File: src/rtl/reu_pkg.sv
// Shared types and constants for the REU DMA sequencer and its PHI2/BA synchroniser.
// Latency: none (types, constants and a pure function only).
// Backpressure: none.
package reu_pkg;

  // Transfer modes as encoded on the Mode input.
  typedef enum logic [1:0] {
    STASH  = 2'd0,
    FETCH  = 2'd1,
    SWAP   = 2'd2,
    VERIFY = 2'd3
  } reuMode_t;

  // Sequencer states; XFER2 is only used by swap for its write phase.
  typedef enum logic [2:0] {
    IDLE  = 3'd0,
    REQ   = 3'd1,
    XFER  = 3'd2,
    XFER2 = 3'd3,
    END   = 3'd4
  } reuState_t;

  // Flops between an asynchronous C64 signal and its first use.
  localparam int SYNC_DEPTH = 2;

  // Mode 3 is only accepted when the verify option is built in.
  function automatic logic modeLegal(input logic [1:0] m);
`ifdef REU_VERIFY_EN
    modeLegal = (m == m);
`else
    modeLegal = (m != 2'd3);
`endif
  endfunction

endpackage

File: src/rtl/phi2_edge_sync.sv
// Synchronises one asynchronous C64 signal (PHI2 or BA) and produces one-CLK rise/fall pulses.
// Latency: level and edge pulses lag the real edge by 2-3 CLK.
// Backpressure: none; free-running.
module phi2_edge_sync
  import reu_pkg::*;
(
  input  logic clk,
  input  logic nRst,
  input  logic asyncIn,
  output logic level,
  output logic rise,
  output logic fall
);

  logic [SYNC_DEPTH-1:0] syncQ;
  logic                  prevQ;

  // Synchroniser chain plus one extra flop remembering the previous synchronised level.
  always_ff @(posedge clk) begin
    if (!nRst) begin
      syncQ <= '0;
      prevQ <= 1'b0;
    end else begin
      syncQ <= {syncQ[SYNC_DEPTH-2:0], asyncIn};
      prevQ <= syncQ[SYNC_DEPTH-1];
    end
  end

  assign level = syncQ[SYNC_DEPTH-1];
  assign rise  = level & ~prevQ;
  assign fall  = ~level & prevQ;

endmodule

File: src/rtl/reu_dma_sequencer.sv
// REU DMA engine: moves Len bytes between the C64 bus and expansion RAM, one byte per PHI2 cycle.
// Latency: Busy one CLK after Start; each byte completes at the synchronised PHI2 fall (2-3 CLK after the real edge).
// Backpressure: BA low at a PHI2 rise stalls the block with DMA held and counters frozen; Start while Busy is ignored.
// Build option: define REU_VERIFY_EN to enable Mode 3 (verify); otherwise Mode 3 Starts are ignored.
module reu_dma_sequencer
  import reu_pkg::*;
#(
  parameter int RA_W  = 19,
  parameter int LEN_W = 16,
  parameter int CA_W  = 16
) (
  input  logic             CLK,
  input  logic             nRST,
  input  logic             PHI2,
  input  logic             BA,
  input  logic             Start,
  input  logic [1:0]       Mode,
  input  logic [CA_W-1:0]  CBase,
  input  logic [RA_W-1:0]  RBase,
  input  logic [LEN_W-1:0] Len,
  input  logic             CFix,
  input  logic             RFix,
  input  logic             AutoLd,
  input  logic             IrqEn,
  input  logic             IrqAck,
  input  logic [7:0]       CDin,
  input  logic [7:0]       RDin,
  output logic             DMA,
  output logic             nWEDMA,
  output logic [CA_W-1:0]  CAddr,
  output logic [RA_W-1:0]  RAddr,
  output logic [7:0]       CDout,
  output logic [7:0]       RDout,
  output logic             RRd,
  output logic             RWr,
  output logic             Busy,
  output logic             Done,
  output logic             Fault,
  output logic             IRQ
);

  localparam logic [CA_W-1:0]  C_ONE = {{(CA_W-1){1'b0}}, 1'b1};
  localparam logic [RA_W-1:0]  R_ONE = {{(RA_W-1){1'b0}}, 1'b1};
  localparam logic [LEN_W-1:0] L_ONE = {{(LEN_W-1){1'b0}}, 1'b1};

  reuState_t        state, nextState;
  reuMode_t         modeQ;
  logic [CA_W-1:0]  cBaseQ;
  logic [RA_W-1:0]  rBaseQ;
  logic [LEN_W-1:0] lenBaseQ;
  logic [LEN_W-1:0] lenCnt;
  logic             cFixQ, rFixQ, autoLdQ, irqEnQ;
  logic             swapPend;   // swap read phase done, write phase due at next rise
  logic             advance;    // byte finished last CLK: step counters now

  logic phi2Level, phi2Rise, phi2Fall;
  logic baLevel, baRise, baFall;
  logic busOk, startOk, beginByte, lastByte, verifyMiss;

  phi2_edge_sync uPhi2Sync (
    .clk    (CLK),
    .nRst   (nRST),
    .asyncIn(PHI2),
    .level  (phi2Level),
    .rise   (phi2Rise),
    .fall   (phi2Fall)
  );

  phi2_edge_sync uBaSync (
    .clk    (CLK),
    .nRst   (nRST),
    .asyncIn(BA),
    .level  (baLevel),
    .rise   (baRise),
    .fall   (baFall)
  );

  // BA must be high and settled (no edge in this CLK) for a PHI2 rise to start a byte.
  assign busOk     = baLevel & ~(baRise | baFall);
  assign startOk   = Start & modeLegal(Mode);
  assign beginByte = (state == REQ) & phi2Rise & busOk;
  assign lastByte  = (lenCnt == L_ONE);
  assign Busy      = (state != IDLE);

`ifdef REU_VERIFY_EN
  assign verifyMiss = (modeQ == VERIFY) & (CDin != RDin);
`else
  assign verifyMiss = 1'b0;
`endif

  // State register.
  always_ff @(posedge CLK) begin
    if (!nRST) state <= IDLE;
    else       state <= nextState;
  end

  // Next state and bus command outputs; C64 writes are only driven while synchronised PHI2 is high.
  always_comb begin
    nextState = state;
    DMA       = 1'b0;
    nWEDMA    = 1'b1;
    case (state)
      IDLE: begin
        if (startOk) nextState = REQ;
      end
      REQ: begin
        DMA = 1'b1;
        if (beginByte) nextState = swapPend ? XFER2 : XFER;
      end
      XFER: begin
        DMA = 1'b1;
        if (modeQ == FETCH && phi2Level) nWEDMA = 1'b0;
        if (phi2Fall) begin
          if (modeQ == SWAP)             nextState = REQ;
          else if (verifyMiss || lastByte) nextState = END;
          else                           nextState = REQ;
        end
      end
      XFER2: begin
        DMA = 1'b1;
        if (phi2Level) nWEDMA = 1'b0;
        if (phi2Fall) nextState = lastByte ? END : REQ;
      end
      END: begin
        nextState = IDLE;
      end
      default: nextState = IDLE;
    endcase
  end

  // Datapath: field latch at Start, RAM strobes, data capture, counter stepping, status and IRQ.
  always_ff @(posedge CLK) begin
    if (!nRST) begin
      modeQ    <= STASH;
      cBaseQ   <= '0;
      rBaseQ   <= '0;
      lenBaseQ <= '0;
      cFixQ    <= 1'b0;
      rFixQ    <= 1'b0;
      autoLdQ  <= 1'b0;
      irqEnQ   <= 1'b0;
      lenCnt   <= '0;
      CAddr    <= '0;
      RAddr    <= '0;
      CDout    <= '0;
      RDout    <= '0;
      RRd      <= 1'b0;
      RWr      <= 1'b0;
      Done     <= 1'b0;
      Fault    <= 1'b0;
      IRQ      <= 1'b0;
      swapPend <= 1'b0;
      advance  <= 1'b0;
    end else begin
      RRd     <= 1'b0;
      RWr     <= 1'b0;
      advance <= 1'b0;

      // Counter stepping lags the byte by one CLK so RWr still sees the byte's own address.
      // An autoload at END takes priority over the final step.
      if (state == END && autoLdQ) begin
        CAddr  <= cBaseQ;
        RAddr  <= rBaseQ;
        lenCnt <= lenBaseQ;
      end else if (advance) begin
        if (!cFixQ) CAddr <= CAddr + C_ONE;
        if (!rFixQ) RAddr <= RAddr + R_ONE;
        lenCnt <= lenCnt - L_ONE;
      end

      if (state == IDLE && startOk) begin
        modeQ    <= reuMode_t'(Mode);
        cBaseQ   <= CBase;
        rBaseQ   <= RBase;
        lenBaseQ <= Len;
        cFixQ    <= CFix;
        rFixQ    <= RFix;
        autoLdQ  <= AutoLd;
        irqEnQ   <= IrqEn;
        CAddr    <= CBase;
        RAddr    <= RBase;
        lenCnt   <= Len;
        Done     <= 1'b0;
        Fault    <= 1'b0;
        swapPend <= 1'b0;
      end

      // At the rise: swap write phase writes REU now, every reading mode strobes RAM.
      if (beginByte) begin
        if (swapPend)            RWr <= 1'b1;
        else if (modeQ != STASH) RRd <= 1'b1;
      end

      // Fetch drives C64 with the byte the RAM returned during the read strobe.
      if (state == XFER && RRd && modeQ == FETCH) CDout <= RDin;

      if (state == XFER && phi2Fall) begin
        case (modeQ)
          STASH: begin
            RDout   <= CDin;
            RWr     <= 1'b1;
            advance <= 1'b1;
          end
          FETCH: begin
            advance <= 1'b1;
          end
          SWAP: begin
            RDout    <= CDin;
            CDout    <= RDin;
            swapPend <= 1'b1;
          end
          default: begin
            // A mismatched byte still counts as transferred so counters point past it.
            if (verifyMiss) Fault <= 1'b1;
            advance <= 1'b1;
          end
        endcase
      end

      if (state == XFER2 && phi2Fall) begin
        swapPend <= 1'b0;
        advance  <= 1'b1;
      end

      if (state == END) Done <= 1'b1;

      // A new end-of-block event wins over an acknowledge in the same CLK.
      if (state == END && irqEnQ) IRQ <= 1'b1;
      else if (IrqAck)            IRQ <= 1'b0;
    end
  end

endmodule

File: config.mk
export PLATFORM = sky130hd
export DESIGN_NAME = reu_dma_sequencer
export DESIGN_NICKNAME = d
export VERILOG_FILES = /design/src/rtl/reu_pkg.sv /design/src/rtl/phi2_edge_sync.sv /design/src/rtl/reu_dma_sequencer.sv
export SDC_FILE = /design/constraint.sdc
export NUM_CORES = 1
export LEC_CHECK = 0
export BUFFER_PORTS_ARGS = -buffer_cell sky130_fd_sc_hd__buf_2
export CORE_UTILIZATION = 55
export CTS_BUF_LIST = sky130_fd_sc_hd__clkbuf_16
export CTS_CLUSTER_DIAMETER = 150
export CTS_CLUSTER_SIZE = 28
export DETAILED_ROUTE_END_ITERATION = 8
export HOLD_SLACK_MARGIN = 0.15
export PLACE_DENSITY = 0.9
export SYNTH_ARGS = -nofsm -noshare
export SYNTH_HDL_FRONTEND = slang
export SYNTH_SLANG_ARGS = --single-unit
File: constraint.sdc
create_clock -name CLK -period 2.6 [get_ports CLK]
set_input_delay 0.26 -clock CLK [delete_from_list [all_inputs] [get_ports CLK]]
set_output_delay 0.26 -clock CLK [all_outputs]
set_load 0.05 [all_outputs]
# --- Word level (Yosys, flattened, before mapping) ---
# Index checks and enable logic that the tools add are counted.
totals:
  ff_bits: 139
  in_bits: 79
  out_inout_bits: 59
  wordCells: 121
classes:
  addsub: 3
  n_eq_ne: 14
  mux: 41
  n_bitwise: 16
  n_reduce_logical: 23
op_table:
  columns: ["operator", "count"]
  rows:
  - ["two-way mux 16 bit", 7]
  - ["two-way mux 19 bit", 4]
  - ["two-way mux 8 bit", 3]
  - ["adder 19 x 1 -> 19 bit, second input constant", 1]
  - ["two-way mux 1 bit", 19]
  - ["two-way mux 3 bit", 6]
  - ["adder 16 x 1 -> 16 bit, second input constant", 1]
  - ["== test 16 x 1 -> 1 bit, second input constant", 1]
  - ["subtractor 16 x 1 -> 16 bit, second input constant", 1]
  - ["one-hot mux 3 bit (4 select lines)", 1]
  - ["!= test 2 bit, second input constant", 5]
  - ["AND 1 bit", 8]
  - ["logical AND 1 bit", 8]
  - ["NOT 1 bit", 7]
  - ["== test 3 x 2 -> 1 bit, second input constant", 2]
  - ["!= test 3 x 1 -> 1 bit, second input constant", 2]
  - ["AND reduction 2 bit", 3]
  - ["nonzero test 2 bit", 3]
  - ["nonzero test 3 bit", 2]
  - ["OR reduction 3 bit", 2]
  - ["AND reduction 4 bit", 1]
  - ["OR reduction 2 bit", 2]
  - ["== test 3 x 1 -> 1 bit, second input constant", 1]
  - ["== test 3 bit, second input constant", 1]
  - ["other kinds (6)", 6]

# --- Depth between registers and ports, before layout ---
logic_depth:
  word_depth: 9
  ltp_mapped: 8
  ltp_nobuf: 7

# --- By module ---
# Synthesis repeated with hierarchy kept, for this count alone.
hier_totals:
  hier_cells: 810
  hier_area_um2: 6521.3
by_module_without_submodules:
  columns: ["mod", "instances", "cells_each", "area_each_um2", "seq_area_each_um2"]
  rows:
  - ["reu_dma_sequencer", 1, 794, 6338.6, 2662.6]
  - ["phi2_edge_sync", 2, 8, 91.3, 60.1]

# --- Least setup slack after synthesis ---
# Ideal clock, no wire load.
synth_path:
  path_type: "register to register"
  start: "reg state[2]"
  end: "reg RAddr[9]"
  setup_ps: 141
  arrival_time_ps: 2095
  required_ps: 2459
  slack_ps: 364
  path_stages_with_launch: 8
  period_less_slack_ps: 2236
  cell_sequence: "dfxtp_1 -> buf_2 -> nor3_2 -> clkinv_1 -> o21ai_0 -> nor2_1 -> a222oi_1 -> a221oi_1"
synth_via:
  elab_chain_cells: 4
  word_cells_on_any_way: 9
  cone_classes: "2 x eq/ne; 2 x mux; 5 x reduce/logical"
synth_lines:
  columns: ["item", "line", "text"]
  rows:
  - ["start, declared", "reu_dma_sequencer.sv:46", "reuState_t state, nextState;"]
  - ["start signal, assigned", "reu_dma_sequencer.sv:94", "else state <= nextState;"]
  - ["== test 3 bit / zero test 3 bit (equally long branches)", "reu_dma_sequencer.sv:161, reu_dma_sequencer.sv:171", null]
  - ["logical AND 1 bit (on tied branches)", "reu_dma_sequencer.sv:161, reu_dma_sequencer.sv:171", null]
  - ["!= test 3 x 1 -> 1 bit (no source line), or another cell as far along", null, null]
  - ["AND reduction 2 bit (no source line) / two-way mux 19 bit (equally long branches)", null, null]
  - ["end signal, assigned", "reu_dma_sequencer.sv:163", "RAddr <= rBaseQ;"]
  - ["end signal, assigned", "reu_dma_sequencer.sv:167", "if (!rFixQ) RAddr <= RAddr + R_ONE;"]
  - ["end signal, assigned", "reu_dma_sequencer.sv:181", "RAddr <= RBase;"]
  - ["end, declared", "reu_dma_sequencer.sv:31", "output logic [RA_W-1:0] RAddr,"]
# Parallel ways exist; a longest one is shown, timed or not.
# A chain may end at the register's enable or synchronous reset.

# --- Worst setup path in the final report ---
layout_path:
  start: "reg state[0]"
  end: "reg lenCnt[0]"
layout_via:
  elab_chain_cells: 4
  word_cells_on_any_way: 7
  cone_classes: "1 x eq/ne; 2 x mux; 4 x reduce/logical"
layout_lines:
  columns: ["item", "line", "text"]
  rows:
  - ["== test 3 bit", "reu_dma_sequencer.sv:161", "if (state == END && autoLdQ) begin"]
  - ["logical AND 1 bit", "reu_dma_sequencer.sv:161", null]
  - ["two-way mux 16 bit", "reu_dma_sequencer.sv:161", null]
  - ["two-way mux 16 bit", "reu_dma_sequencer.sv:171", "if (state == IDLE && startOk) begin"]
  - ["end signal, assigned", "reu_dma_sequencer.sv:164", "lenCnt <= lenBaseQ;"]
  - ["end signal, assigned", "reu_dma_sequencer.sv:168", "lenCnt <= lenCnt - L_ONE;"]
  - ["end signal, assigned", "reu_dma_sequencer.sv:182", "lenCnt <= Len;"]
  - ["end, declared", "reu_dma_sequencer.sv:51", "logic [LEN_W-1:0] lenCnt;"]
# Parallel ways exist; a longest one is shown, timed or not.

==> flow_summary.ini <==
[route]
routed_wl_mm = 21.9
viasPerCell = 6.33
ant_nets = 0
routedWlPerCell_um = 19.0
dr.pass1.iters = 8
drcViolationCount = 0
vias = 7290
drt-initial-drc-count = 945

[clock_network]
cts_tree = built
h-tree-depth = 4
clock_path_buffers = 2
cts_sinks = 139
cts-root-buf = clkbuf_16
postCtsHoldBufs = 72
cts_buffers = 17
clock_latency_ns = 0.43
postCtsSetupBuffers = 0
clkTransAtPathRegs_ns = 0.06
post_cts_resized = 0

[power_and_ir_drop]
max-vdd-ir-drop_mv = 0.695
power_leakage_nw = 3.66
p_per_area_nw_per_um2 = 680

[floorplanning]
die_w_um = 111
pin_count = 138
fp.dieH_um = 111
dieArea_um2 = 12300
design.core.area_um2 = 11500
rows = 39
floorplan.initialDensity_pct = 56.7

[logic_synthesis]
yosys_register_bits = 139
synth_cell_types = 65
synth.most_common_cell = nand2_1
yosysWarnings = 0
synth_ff_type = dfxtp_1
synth_cells = 806
seq_area_frac_synth_pct = 42.8
synth_nets = 889
async_flop_share_pct = 0
synth.area.top_cells = dfxtp_1 43%, nand2_1 8.8%, a21oi_1 6.8%
synth-edff-count = 0
yosysTopAreaCellShare_pct = 42.8
syn_area_per_cell_um2 = 8.07
syn_area_um2 = 6500
synth_area_leader_cell = dfxtp_1
yosys-top-cells-count = 153 x nand2_1, 139 x dfxtp_1, 88 x a21oi_1

[grt]
grt_max_degree = 78
first_global_vias = 7141
antenna_found_initial = 0
grtUsageTotal_pct = 35.7
overflow = 0
grt_pass1_wl_mm = 35.2

[final_layout]
fin_nets = 1080
insertedDiodeCount = 0
multi_input_comb_area_um2 = 3460
fillers = 723
areaGrowthSynthToFinish_pct = 33.8
ff_latch_area_um2 = 2780
drive_gt1_share_pct = 20.2

[sta]
holdWs_ns = 0.161
fmaxAchievable_ghz = 0.409
min_period_ns = 2.44
fin_crit_sh_pct = 94.0
final.setup.tns_ns = 0
rsz0062_at_grt = false
hold_viol = 0
tightest_slew_ns = 0.601
drv_slew = 0
relSlewSlack_pct = 59.6
fin_skew_ns = 0.0141
setup_slack_ns = 0.157
setup-violations-final = 0

[critical_path]
cpPeakStageDelay_ns = 0.46
worstPathArrival_ns = 2.76
worst-path-max-fanout = 34
critPathRequiredTime_ns = 2.92
start_kind = flop
worst-setup-path-type = flop to flop
slowest_stage = dfxtp_1
critPathCaptureType = flop
path_cells = nor3_2 -> clkinv_1 -> nor2_4 -> buf_4 -> nand2_1 -> a221oi_1

[placed_design]
io_buffers = 136
gp_congestion = 0.873
place.detailed.hpwl_mm = 11.7
dp_slack_ns = 0.353

[hold_path]
hp-class = primary input to flop

[flow_run]
maxCapViolations = 0

[outcome]
status = complete, no violations
layout make-up:
cell class / count / area share [%]
repair buffers: 229 / 18.5
flip-flops and latches: 139 / 32.0
clock inverters: 14 / 2.33
clock buffers: 17 / 4.89
multi-input cells: 599 / 39.8
inverters: 11 / 0.474
well taps: 143 / 2.06
state kept, by name, indices dropped and copies added (netlist names), 2 cells and up:
name and count:
uBaSync.syncQ 2, rBaseQ 19, lenCnt 16, uPhi2Sync.syncQ 2, CAddr 16, RDout 8, RAddr 19, modeQ 2
lenBaseQ 16, state 3, CDout 8, cBaseQ 16
metrics by stage:
step           power [W]  cells  instance area (µm²)  utilization [%]
2_1_floorplan    0.00294    806                 6500                -
3_3_place_gp     0.00317   1049                 7360             64.1
3_5_place_dp     0.00319   1049                 7360             64.1
4_1_cts          0.00584   1152                 8700             75.9
5_1_grt          0.00608   1152                 8700             75.9
6_report         0.00592   1152                 8700             75.9
layer usage:
metal | global-route usage, % | share of wire (%) | routed length [µm]
met1 | 41.3 | 37 | 8130
met4 | 24.7 | 6.2 | 1370
met2 | 57.8 | 47 | 10400
met3 | 9.19 | 9.3 | 2040
met5 | 0 | 0 | 0
critical path, delay by kind of cell (launching register included):
kind | cells | cell delay [ns]
simple gates | 3 | 0.81
buf+inv | 2 | 0.78
flops | 1 | 0.46
compound gates | 1 | 0.29
final timing paths:
kind                            from                  to  slack [ns]  cells past startpoint
hold / removal                Len[0]         lenBaseQ[0]        0.16                      3
setup / recovery            state[0]           lenCnt[0]        0.16                      6
hold reg to reg   uPhi2Sync.syncQ[0]  uPhi2Sync.syncQ[1]        0.46                      1
setup reg to reg            state[0]           lenCnt[0]        0.16                      6
cell families after synthesis:
| family | count (synthesis) | synth area share [%] |
|---|---|---|
| muxes | 18 | 2.79 |
| other | 1 | 0.0577 |
| adders and majority gates | 4 | 0.770 |
| and+or+nand+nor | 330 | 24.1 |
| AOI/OAI and AO/OA | 215 | 21.0 |
| DFF | 139 | 42.8 |
| xor gates and xnor gates | 31 | 4.17 |
| buffers and inverters | 68 | 4.31 |
placed cells by master, fill, tap and decap left out, types with 10 or more instances in the layout:
cell,instances
nand2_1,152
o21ai_0,31
xor2_1,10
dfxtp_1,139
buf_2,136
nand3_1,32
nor3_1,18
a31oi_1,13
nand4_1,10
inv_1,10
a21oi_1,88
clkbuf_16,17
o221ai_1,17
mux2i_1,17
and3_1,11
nor2_1,50
dlygate4sd3_1,72
o211ai_1,17
xnor2_1,21
buf_4,17
power breakdown:
group / switching (W) / total (W) / leakage, nW / internal (W)
Sequential: 0.000128 / 0.00238 / 1.14 / 0.00225
Clock: 0.000949 / 0.00263 / 0.311 / 0.00168
Combinational: 0.000554 / 0.000908 / 2.22 / 0.000354
No activity file was read; power rests on OpenSTA's default activity.
